===== src/rtl/spi_pkg.sv =====
// Shared types and frame-length constants for the SPI transmit master.
package spi_pkg;

    typedef enum logic [1:0] {
        IDLE,
        FPORCH,
        ACTIVE,
        BPORCH
    } spi_tx_state_t;

    localparam int unsigned SPI_LEN8_BITS  = 8;
    localparam int unsigned SPI_LEN16_BITS = 16;

endpackage


===== src/rtl/spi_half_tick.sv =====
// SCLK half-period divider: one-cycle tick every SCLK_DIV clocks while enabled.
module spi_half_tick #(
    parameter int unsigned SCLK_DIV = 4
) (
    input  logic clk,
    input  logic rst_n,
    input  logic en,
    output logic tick
);

    localparam int unsigned CW = $clog2(SCLK_DIV);

    if (SCLK_DIV < 2) begin : g_bad_div
        $error("spi_half_tick: SCLK_DIV must be >= 2");
    end

    logic [CW-1:0] cnt;

    always_comb begin
        tick = en && (cnt == CW'(SCLK_DIV - 1));
    end

    always_ff @(posedge clk or negedge rst_n) begin
        if (!rst_n) begin
            cnt <= '0;
        end else if (!en || tick) begin
            cnt <= '0;
        end else begin
            cnt <= cnt + 1'b1;
        end
    end

endmodule


===== src/rtl/spi_tx_mstr.sv =====
// SPI master transmitter: 8/16-bit MSB-first frames with selectable sample edge,
// MISO captured through a 2-flop synchronizer into rd_data at frame end.
module spi_tx_mstr
    import spi_pkg::*;
#(
    parameter int unsigned SCLK_DIV = 4
) (
    input  logic        clk,
    input  logic        rst_n,
    input  logic        wrt,
    input  logic [15:0] cmd,
    input  logic        len8,
    input  logic        edg,
    input  logic        MISO,
    output logic        SS_n,
    output logic        SCLK,
    output logic        MOSI,
    output logic        busy,
    output logic        done,
    output logic [15:0] rd_data
);

    spi_tx_state_t state;
    logic          tick;
    logic          edg_q;
    logic          len8_q;
    logic [14:0]   tx_rem;
    logic [15:0]   rx_sr;
    logic [4:0]    bit_cnt;
    logic [4:0]    frame_bits;
    logic          miso_meta;
    logic          miso_s;

    spi_half_tick #(
        .SCLK_DIV(SCLK_DIV)
    ) u_half_tick (
        .clk  (clk),
        .rst_n(rst_n),
        .en   (state != IDLE),
        .tick (tick)
    );

    always_comb begin
        frame_bits = len8_q ? 5'(SPI_LEN8_BITS) : 5'(SPI_LEN16_BITS);
    end

    always_ff @(posedge clk or negedge rst_n) begin
        if (!rst_n) begin
            miso_meta <= 1'b0;
            miso_s    <= 1'b0;
        end else begin
            miso_meta <= MISO;
            miso_s    <= miso_meta;
        end
    end

    always_ff @(posedge clk or negedge rst_n) begin
        if (!rst_n) begin
            state   <= IDLE;
            SS_n    <= 1'b1;
            SCLK    <= 1'b0;
            MOSI    <= 1'b0;
            busy    <= 1'b0;
            done    <= 1'b0;
            rd_data <= '0;
            edg_q   <= 1'b1;
            len8_q  <= 1'b0;
            tx_rem  <= '0;
            rx_sr   <= '0;
            bit_cnt <= '0;
        end else begin
            done <= 1'b0;
            case (state)
                IDLE: begin
                    edg_q <= edg;
                    SCLK  <= !edg_q;
                    MOSI  <= 1'b0;
                    SS_n  <= 1'b1;
                    if (wrt) begin
                        tx_rem  <= len8 ? {cmd[6:0], 8'h00} : cmd[14:0];
                        MOSI    <= len8 ? cmd[7] : cmd[15];
                        len8_q  <= len8;
                        SCLK    <= !edg;
                        SS_n    <= 1'b0;
                        busy    <= 1'b1;
                        bit_cnt <= '0;
                        rx_sr   <= '0;
                        state   <= FPORCH;
                    end
                end
                // Porch tick only hands over to ACTIVE; the first sample edge lands one
                // half-period later so SS_n spans 2N+2 half-periods in total.
                FPORCH: begin
                    if (tick) begin
                        state <= ACTIVE;
                    end
                end
                ACTIVE: begin
                    if (tick) begin
                        if (SCLK != edg_q) begin
                            SCLK    <= edg_q;
                            rx_sr   <= {rx_sr[14:0], miso_s};
                            bit_cnt <= bit_cnt + 5'd1;
                        end else begin
                            SCLK <= !edg_q;
                            if (bit_cnt == frame_bits) begin
                                state <= BPORCH;
                            end else begin
                                MOSI   <= tx_rem[14];
                                tx_rem <= {tx_rem[13:0], 1'b0};
                            end
                        end
                    end
                end
                BPORCH: begin
                    if (tick) begin
                        SS_n    <= 1'b1;
                        busy    <= 1'b0;
                        done    <= 1'b1;
                        MOSI    <= 1'b0;
                        rd_data <= len8_q ? {8'h00, rx_sr[7:0]} : rx_sr;
                        state   <= IDLE;
                    end
                end
                default: state <= IDLE;
            endcase
        end
    end

endmodule


===== config.mk =====
export PLATFORM = sky130hd
export DESIGN_NAME = spi_tx_mstr
export DESIGN_NICKNAME = d
export VERILOG_FILES = /design/src/rtl/spi_pkg.sv /design/src/rtl/spi_half_tick.sv /design/src/rtl/spi_tx_mstr.sv
export SDC_FILE = /design/constraint.sdc
export NUM_CORES = 1
export LEC_CHECK = 0
export ABC_AREA = 1
export CAP_MARGIN = 20
export CORE_MARGIN = 3
export CORE_UTILIZATION = 54
export CTS_CLUSTER_SIZE = 14
export DETAILED_ROUTE_END_ITERATION = 12
export PLACE_DENSITY = 0.76
export SLEW_MARGIN = 20
export SYNTH_ARGS = -nofsm -noshare
export SYNTH_HDL_FRONTEND = slang
export SYNTH_HIERARCHICAL = 1
export SYNTH_SLANG_ARGS = --single-unit
export TNS_END_PERCENT = 10

===== constraint.sdc =====
create_clock -name clk -period 2.3 [get_ports clk]
set_input_delay 0.23 -clock clk [delete_from_list [all_inputs] [get_ports clk]]
set_output_delay 0.23 -clock clk [all_outputs]
set_load 0.05 [all_outputs]

==> impl_metrics.json, run 1 <==
{
  "clockBufferDepth": 2,
  "synth_warnings": 6,
  "slowest_stage": "dfrtp_1",
  "antenna_cells": 0,
  "setup_ws_ps": 276,
  "synth_area_leaders": "dfrtp_1, nand2_1, o21ai_0",
  "slew_viol_final": 0,
  "numCtsBuffers": 9,
  "worstMarginPinSlew_ps": 534,
  "post_cts_buffers": 0,
  "grt_max_degree": 66,
  "slowest_delay_ps": 410,
  "cts-htree-levels": 3,
  "fin_skew_ps": 4.94,
  "power.switching_uw": 1760,
  "power_switching_share_pct": 40.4,
  "syn_inst": 381,
  "design.core.area_um2": 5340,
  "io_pins": 43,
  "setup.worst_path.start": "state[1]$_DFFE_PN0P_",
  "netlist_area_um2": 3090,
  "antenna_found_initial": 0,
  "fin_nets": 459,
  "hpwl_mm": 4.41,
  "grt_pass1_wl_mm": 11.4,
  "min_period_over_period_pct": 88.0,
  "clkLatencyLatePin_ps": 340,
  "power_frac_seq_pct": 35.1,
  "drt_first_pass_iters": 5,
  "overflow": 0,
  "area_growth_pct": 23.3,
  "synth_area_per_cell_um2": 8.12,
  "cap_violations": 0,
  "ctsRootBufferMaster": "clkbuf_8",
  "wl_mm": 6.57,
  "grtUsageTotal_pct": 22.5,
  "period_minus_slack_ps": 2020,
  "initial_utilization_pct": 58.0,
  "relSlewSlack_pct": 64.3,
  "timing.rr.end": "bit_cnt[1]$_DFFE_PN0P_",
  "finalHoldViolCount": 0,
  "ys_seq_elements": 65,
  "wl_per_cell_um": 13.1,
  "startpoint_type": "flip-flop",
  "hold_class": "in -> reg",
  "dieArea_um2": 6670,
  "rows": 26,
  "outcome": "completed",
  "drc": 0,
  "grt_pass1_vias": 2484,
  "setup_violations": 0,
  "ys_seq_area_share_pct": 52.6,
  "ant_nets": 0,
  "pre_cts_ws_ps": 231,
  "port_buffers": 42,
  "tns_ps": 0,
  "critPathCapture": "bit_cnt[1]$_DFFE_PN0P_",
  "irDropWorstVdd_v": 0.000983,
  "r2r-start": "state[1]$_DFFE_PN0P_",
  "criticalPathCategory": "reg -> reg",
  "hold_depth": 1,
  "crit_required_ps": 2560,
  "p_leak_uw": 0.00188,
  "syn_nets": 412,
  "vias_per_cell": 5.13,
  "clk_pin_slew_worst_paths_ps": 70,
  "drtIter0Drc": 156,
  "die_y_um": 81.7,
  "ff2ff_setup_slack_ps": 280,
  "rr_worst_depth": 13,
  "power_density_nw_per_um2": 1140,
  "arrival_ps": 2280,
  "numClockSinks": 65,
  "vias": 2580,
  "worstSetupEndpointType": "flip-flop",
  "path_max_fanout": 20,
  "p_comb_share_pct": 39.8,
  "power_frac_clock_pct": 25.0,
  "yosysTopAreaCell": "dfrtp_1",
  "gp_congestion": 0.875,
  "rsz0062_at_grt": "no",
  "path_cells": "inv_1 -> ha_2 -> inv_1 -> nand2_1 -> inv_1 -> inv_1 -> nand2_1 -> nand3_2 -> inv_2 -> nand2_1 -> buf_4 -> inv_2 -> o21ai_0",
  "yosys.area.top_type_share_pct": 51.0,
  "fmax_ghz": 0.494,
  "ys_types": 22,
  "drive_gt1_share_pct": 8.08,
  "internal_power_uw": 2600,
  "crit_top_cell": "inv_1",
  "die_w_um": 81.7,
  "cts_tree": "yes"
}
[power by group through the flow]
stage	logic [uW]	clock network (uW)	registers [uW]
5_1_grt	1980	1170	1560
2_1_floorplan	1200	0	1650
4_1_cts	1740	1110	1530
6_report	1740	1090	1530
3_3_place_gp	1660	0	1530
3_5_place_dp	1710	0	1550
[per-stage QoR]
| step | cells | cell area (um2) | utilization [%] | total power (uW) | hold WS, ps |
|---|---|---|---|---|---|
| 2_1_floorplan | 381 | 3090 | - | 2850 | -65.6 |
| 3_3_place_gp | 486 | 3570 | 67.0 | 3200 | 267 |
| 3_5_place_dp | 486 | 3570 | 67.0 | 3260 | 270 |
| 4_1_cts | 503 | 3810 | 71.5 | 4380 | 315 |
| 5_1_grt | 503 | 3810 | 71.5 | 4710 | 306 |
| 6_report | 503 | 3810 | 71.5 | 4360 | 324 |
[flip-flops by register name, summed over array words and instances (netlist names)]
name / cells
u_half_tick/cnt: 2
done: 1
miso_meta: 1
state: 2
SS_n: 1
bit_cnt: 5
len8_q: 1
tx_rem: 15
busy: 1
SCLK: 1
edg_q: 1
miso_s: 1
rd_data: 16
rx_sr: 16
MOSI: 1
[cell families after synthesis]
family                     share of synthesized area, %
adders and majority gates                          3.64
xor gates and xnor gates                          0.849
DFF                                                52.6
and+or+nand+nor                                    25.1
AOI/OAI and AO/OA                                  10.2
buffers and inverters                              7.60
[cells in the final DEF, fill, tap and decap left out, types with 2 or more instances in the layout]
cell,Yosys,routed
dfrtp_1,63,63
inv_1,39,39
o21ai_0,55,55
clkbuf_8,0,11
dfstp_2,2,2
nand3_1,31,31
ha_1,9,8
clkdlybuf4s50_1,0,41
xor2_1,3,3
buf_4,0,4
a21oi_1,4,4
inv_2,4,4
nand2_1,141,141
bufinv_16,0,2
o31ai_1,2,2
nor2_1,9,9
clkinv_2,0,2
[repair_timing]
| action | 4_1_cts | 5_1_grt |
|---|---|---|
| endpoints found under the setup margin | 0 | 1 |
| gates resized for setup | 0 | 1 |
| hold buffers | 1 | 0 |
| hold endpoints to repair | 63 | 0 |
[per-layer routing]
layer / part of all wire (%) / GRT usage (%) / wire, um
met1: 45 / 28.9 / 2950
met2: 48 / 36.2 / 3190
met3: 4.4 / 7.68 / 289
met4: 2.2 / 6.81 / 144
met5: 0 / 0 / 0
[cells in the mapped netlist, drive strengths merged]
master / n
dfrtp: 63
buf: 8
clkbuf: 4
nand4: 1
nor2: 10
o21ai: 56
dfstp: 2
nand2: 143
ha: 9
nand3: 32
o31ai: 2
or2: 1
inv: 43
xor2: 3
a21oi: 4
[worst min-delay path by stage]
stage / startpoint / end / slack, ps
after CTS: MISO / miso_meta$_DFF_PN0_ / 320
after global routing: MISO / miso_meta$_DFF_PN0_ / 310
final: MISO / miso_meta$_DFF_PN0_ / 320
after detailed placement: rst_n / rd_data[6]$_DFFE_PN0P_ / 270
after floorplan: rst_n / MOSI$_DFFE_PN0P_ / -70
after global placement: rst_n / rd_data[6]$_DFFE_PN0P_ / 270
[cell type report]
cell class / instances / area (um2)
flip-flops and latches: 65 / 1630
clock buffers: 11 / 151
inverters: 43 / 161
multi-input cells: 261 / 1230
repair buffers: 48 / 475
well taps: 70 / 87.6
clock inverters: 5 / 77.6
fillers: 429 / 1520
[worst max-delay path: cells and delay by family (launching register included)]
family / cells / cell delay, ps
buffers and inverters: 7 / 750
AOI/OAI and AO/OA: 1 / 160
DFF: 1 / 410
adders and majority gates: 1 / 260
and+or+nand+nor: 4 / 360
No activity file was read; power rests on OpenSTA's default activity.
==> inputs of run 2 (changes only) <==
--- a/config.mk
+++ b/config.mk
@@ -11,6 +11,7 @@
 export CORE_UTILIZATION = 54
 export CTS_CLUSTER_SIZE = 14
 export DETAILED_ROUTE_END_ITERATION = 12
+export GPL_TIMING_DRIVEN = 0
 export PLACE_DENSITY = 0.76
 export SLEW_MARGIN = 20
 export SYNTH_ARGS = -nofsm -noshare
==> constraint.sdc (replaced) <==
create_clock -name clk -period 1.95 [get_ports clk]
set_input_delay 0.195 -clock clk [delete_from_list [all_inputs] [get_ports clk]]
set_output_delay 0.195 -clock clk [all_outputs]
set_load 0.05 [all_outputs]
==> run 2 against run 1 <==
- count of clock-buffer cells in the layout stayed put
- wire length is 2.7% lower
- die area is the same
- core utilization grew 1.0 points
- sequential share of layout area shrank 0.59 points
- highest routed layer unchanged
- critical path type is now reg -> out
- via count up 1.9%
- cell area grew 1.4%
- sequential power is 17% higher
- combinational power is 33% higher
- largest power group unchanged
==> impl_metrics.json, run 2 (synthesized netlist as in run 1, its figures left out) <==
{
  "final_area_um2": 3870,
  "setup_violations": 0,
  "port_buffers": 42,
  "critPathTopFamily": "buffers and inverters",
  "clockBufferDepth": 2,
  "wl_mm": 6.39,
  "ant_nets": 0,
  "area_growth_pct": 25.0,
  "vias": 2630,
  "drt_first_pass_iters": 4,
  "power.switching_uw": 2100,
  "tns_ps": 0,
  "cts_tree": "yes",
  "outcome": "completed",
  "ctsRootBufferMaster": "clkbuf_8",
  "fin_nets": 471,
  "top_regs": "rd_data: 16 flops, rx_sr: 16 flops, tx_rem: 15 flops",
  "final_cell_mix": "nand2_1, dfrtp_1, o21ai_0",
  "cap_violations": 0,
  "power_switching_share_pct": 41.3,
  "grt_pass1_vias": 2504,
  "design.core.area_um2": 5340,
  "rows": 26,
  "clk_pin_slew_worst_paths_ps": 70,
  "overflow": 0,
  "internal_power_uw": 2990,
  "gp_congestion": 0.833,
  "hpwl_mm": 4.70,
  "finalHoldViolCount": 0,
  "drtIter0Drc": 157,
  "slowest_stage": "clkdlybuf4s50_1",
  "nFillCells": 441,
  "antenna_cells": 0,
  "grt_pass1_wl_mm": 11.0,
  "p_leak_uw": 0.00190,
  "dieArea_um2": 6670,
  "worstMarginPinSlew_ps": 505,
  "instances_no_fill": 513,
  "numClockSinks": 65,
  "path_cells": "clkdlybuf4s50_1",
  "grt_max_degree": 53,
  "power_density_nw_per_um2": 1320,
  "hold_class": "in -> async",
  "fin_skew_ps": 5.47,
  "dp.cells": 494,
  "slew_viol_final": 0,
  "die_y_um": 81.7,
  "holdWs_ps": 258,
  "vias_per_cell": 5.13,
  "io_pins": 43,
  "irDropWorstVdd_v": 0.00103,
  "power_frac_seq_pct": 35.2,
  "criticalPathCategory": "reg -> out",
  "wl_per_cell_um": 12.5,
  "power_frac_clock_pct": 19.3,
  "die_w_um": 81.7,
  "relSlewSlack_pct": 66.2,
  "period_minus_slack_ps": 1850,
  "initial_utilization_pct": 58.0,
  "crit_required_ps": 1750,
  "numCtsBuffers": 9,
  "grtUsageTotal_pct": 21.4,
  "min_period_over_period_pct": 94.7,
  "startpoint_type": "flip-flop",
  "drive_gt1_share_pct": 10.4,
  "cp_num_buf_inv": 1,
  "fmax_ghz": 0.541,
  "worstSetupEndpointType": "output port",
  "slowest_delay_ps": 800,
  "final_common_cell": "nand2_1",
  "antenna_found_initial": 0,
  "arrival_ps": 1650,
  "cts-htree-levels": 3,
  "path_max_fanout": 2,
  "p_comb_share_pct": 45.5,
  "clkLatencyLatePin_ps": 320,
  "drc": 0,
  "dpl_cell_area_um2": 3630
}
-- run 2: cell count changes in the layout (fill, tap and decap cells not counted), sizes merged --
| cell | previous run | this run |
|---|---|---|
| clkbuf | 11 | 15 |
| buf | 6 | 14 |
| bufinv | 2 | 0 |
-- run 2: power groups by stage --
stage / Combinational [uW] / Clock, uW / Sequential (uW)
finish: 2310 / 984 / 1790
global placement: 2080 / 0 / 1810
global route: 2620 / 1070 / 1820
floorplan: 1410 / 0 / 1950
CTS: 2180 / 1010 / 1790
detailed placement: 2130 / 0 / 1820
-- run 2: path summary, 6_finish.rpt --
check,start,end,slack (ps),cells after the start
min in group clk,MISO,miso_meta$_DFF_PN0_,310,1
worst max-delay path,SS_n$_DFFE_PN1P_,SS_n,100,1
max in group asynchronous,rst_n,edg_q$_DFFE_PN1N_,1140,3
worst max register to register,state[1]$_DFFE_PN0P_,rx_sr[7]$_DFFE_PN0P_,170,13
worst min-delay path,rst_n,rd_data[7]$_DFFE_PN0P_,260,2
worst min register to register,miso_meta$_DFF_PN0_,miso_s$_DFF_PN0_,350,0
-- run 2: cell type report --
class	count	area [um2]	share of cell area (%)
sequential	65	1630	42.1
multi-input combinational	261	1260	32.5
timing repair buffer	48	485	12.5
inverter	43	164	4.24
clock buffer	11	151	3.91
tap	70	87.6	2.26
buffer	12	76.3	1.97
clock inverter	3	17.5	0.453
-- run 2: through the flow --
stage | total power, uW | util, % | setup slack [ps]
floorplan | 3360 | - | 138
CTS | 4980 | 71.6 | 13.0
global route | 5510 | 72.5 | -2.39
detailed placement | 3940 | 68.0 | -139
global placement | 3890 | 67.5 | -1410
finish | 5090 | 72.5 | 103
-- run 2: what timing repair did --
item	4_1_cts	5_1_grt
buffers inserted	1	3
setup endpoints to repair	32	40
pin swaps	1	2
hold buffers	1	0
gates resized for setup	4	7
hold endpoints to repair	13	0
-- run 2: routing by layer --
layer  up-vias  GRT usage (%)  share of wire (%)
met4         0           7.14                1.2
met3         6           5.81                4.8
met1      1244           27.3                 46
met5         -              0                  0
met2        58           35.5                 48
li1       1322              -                  -
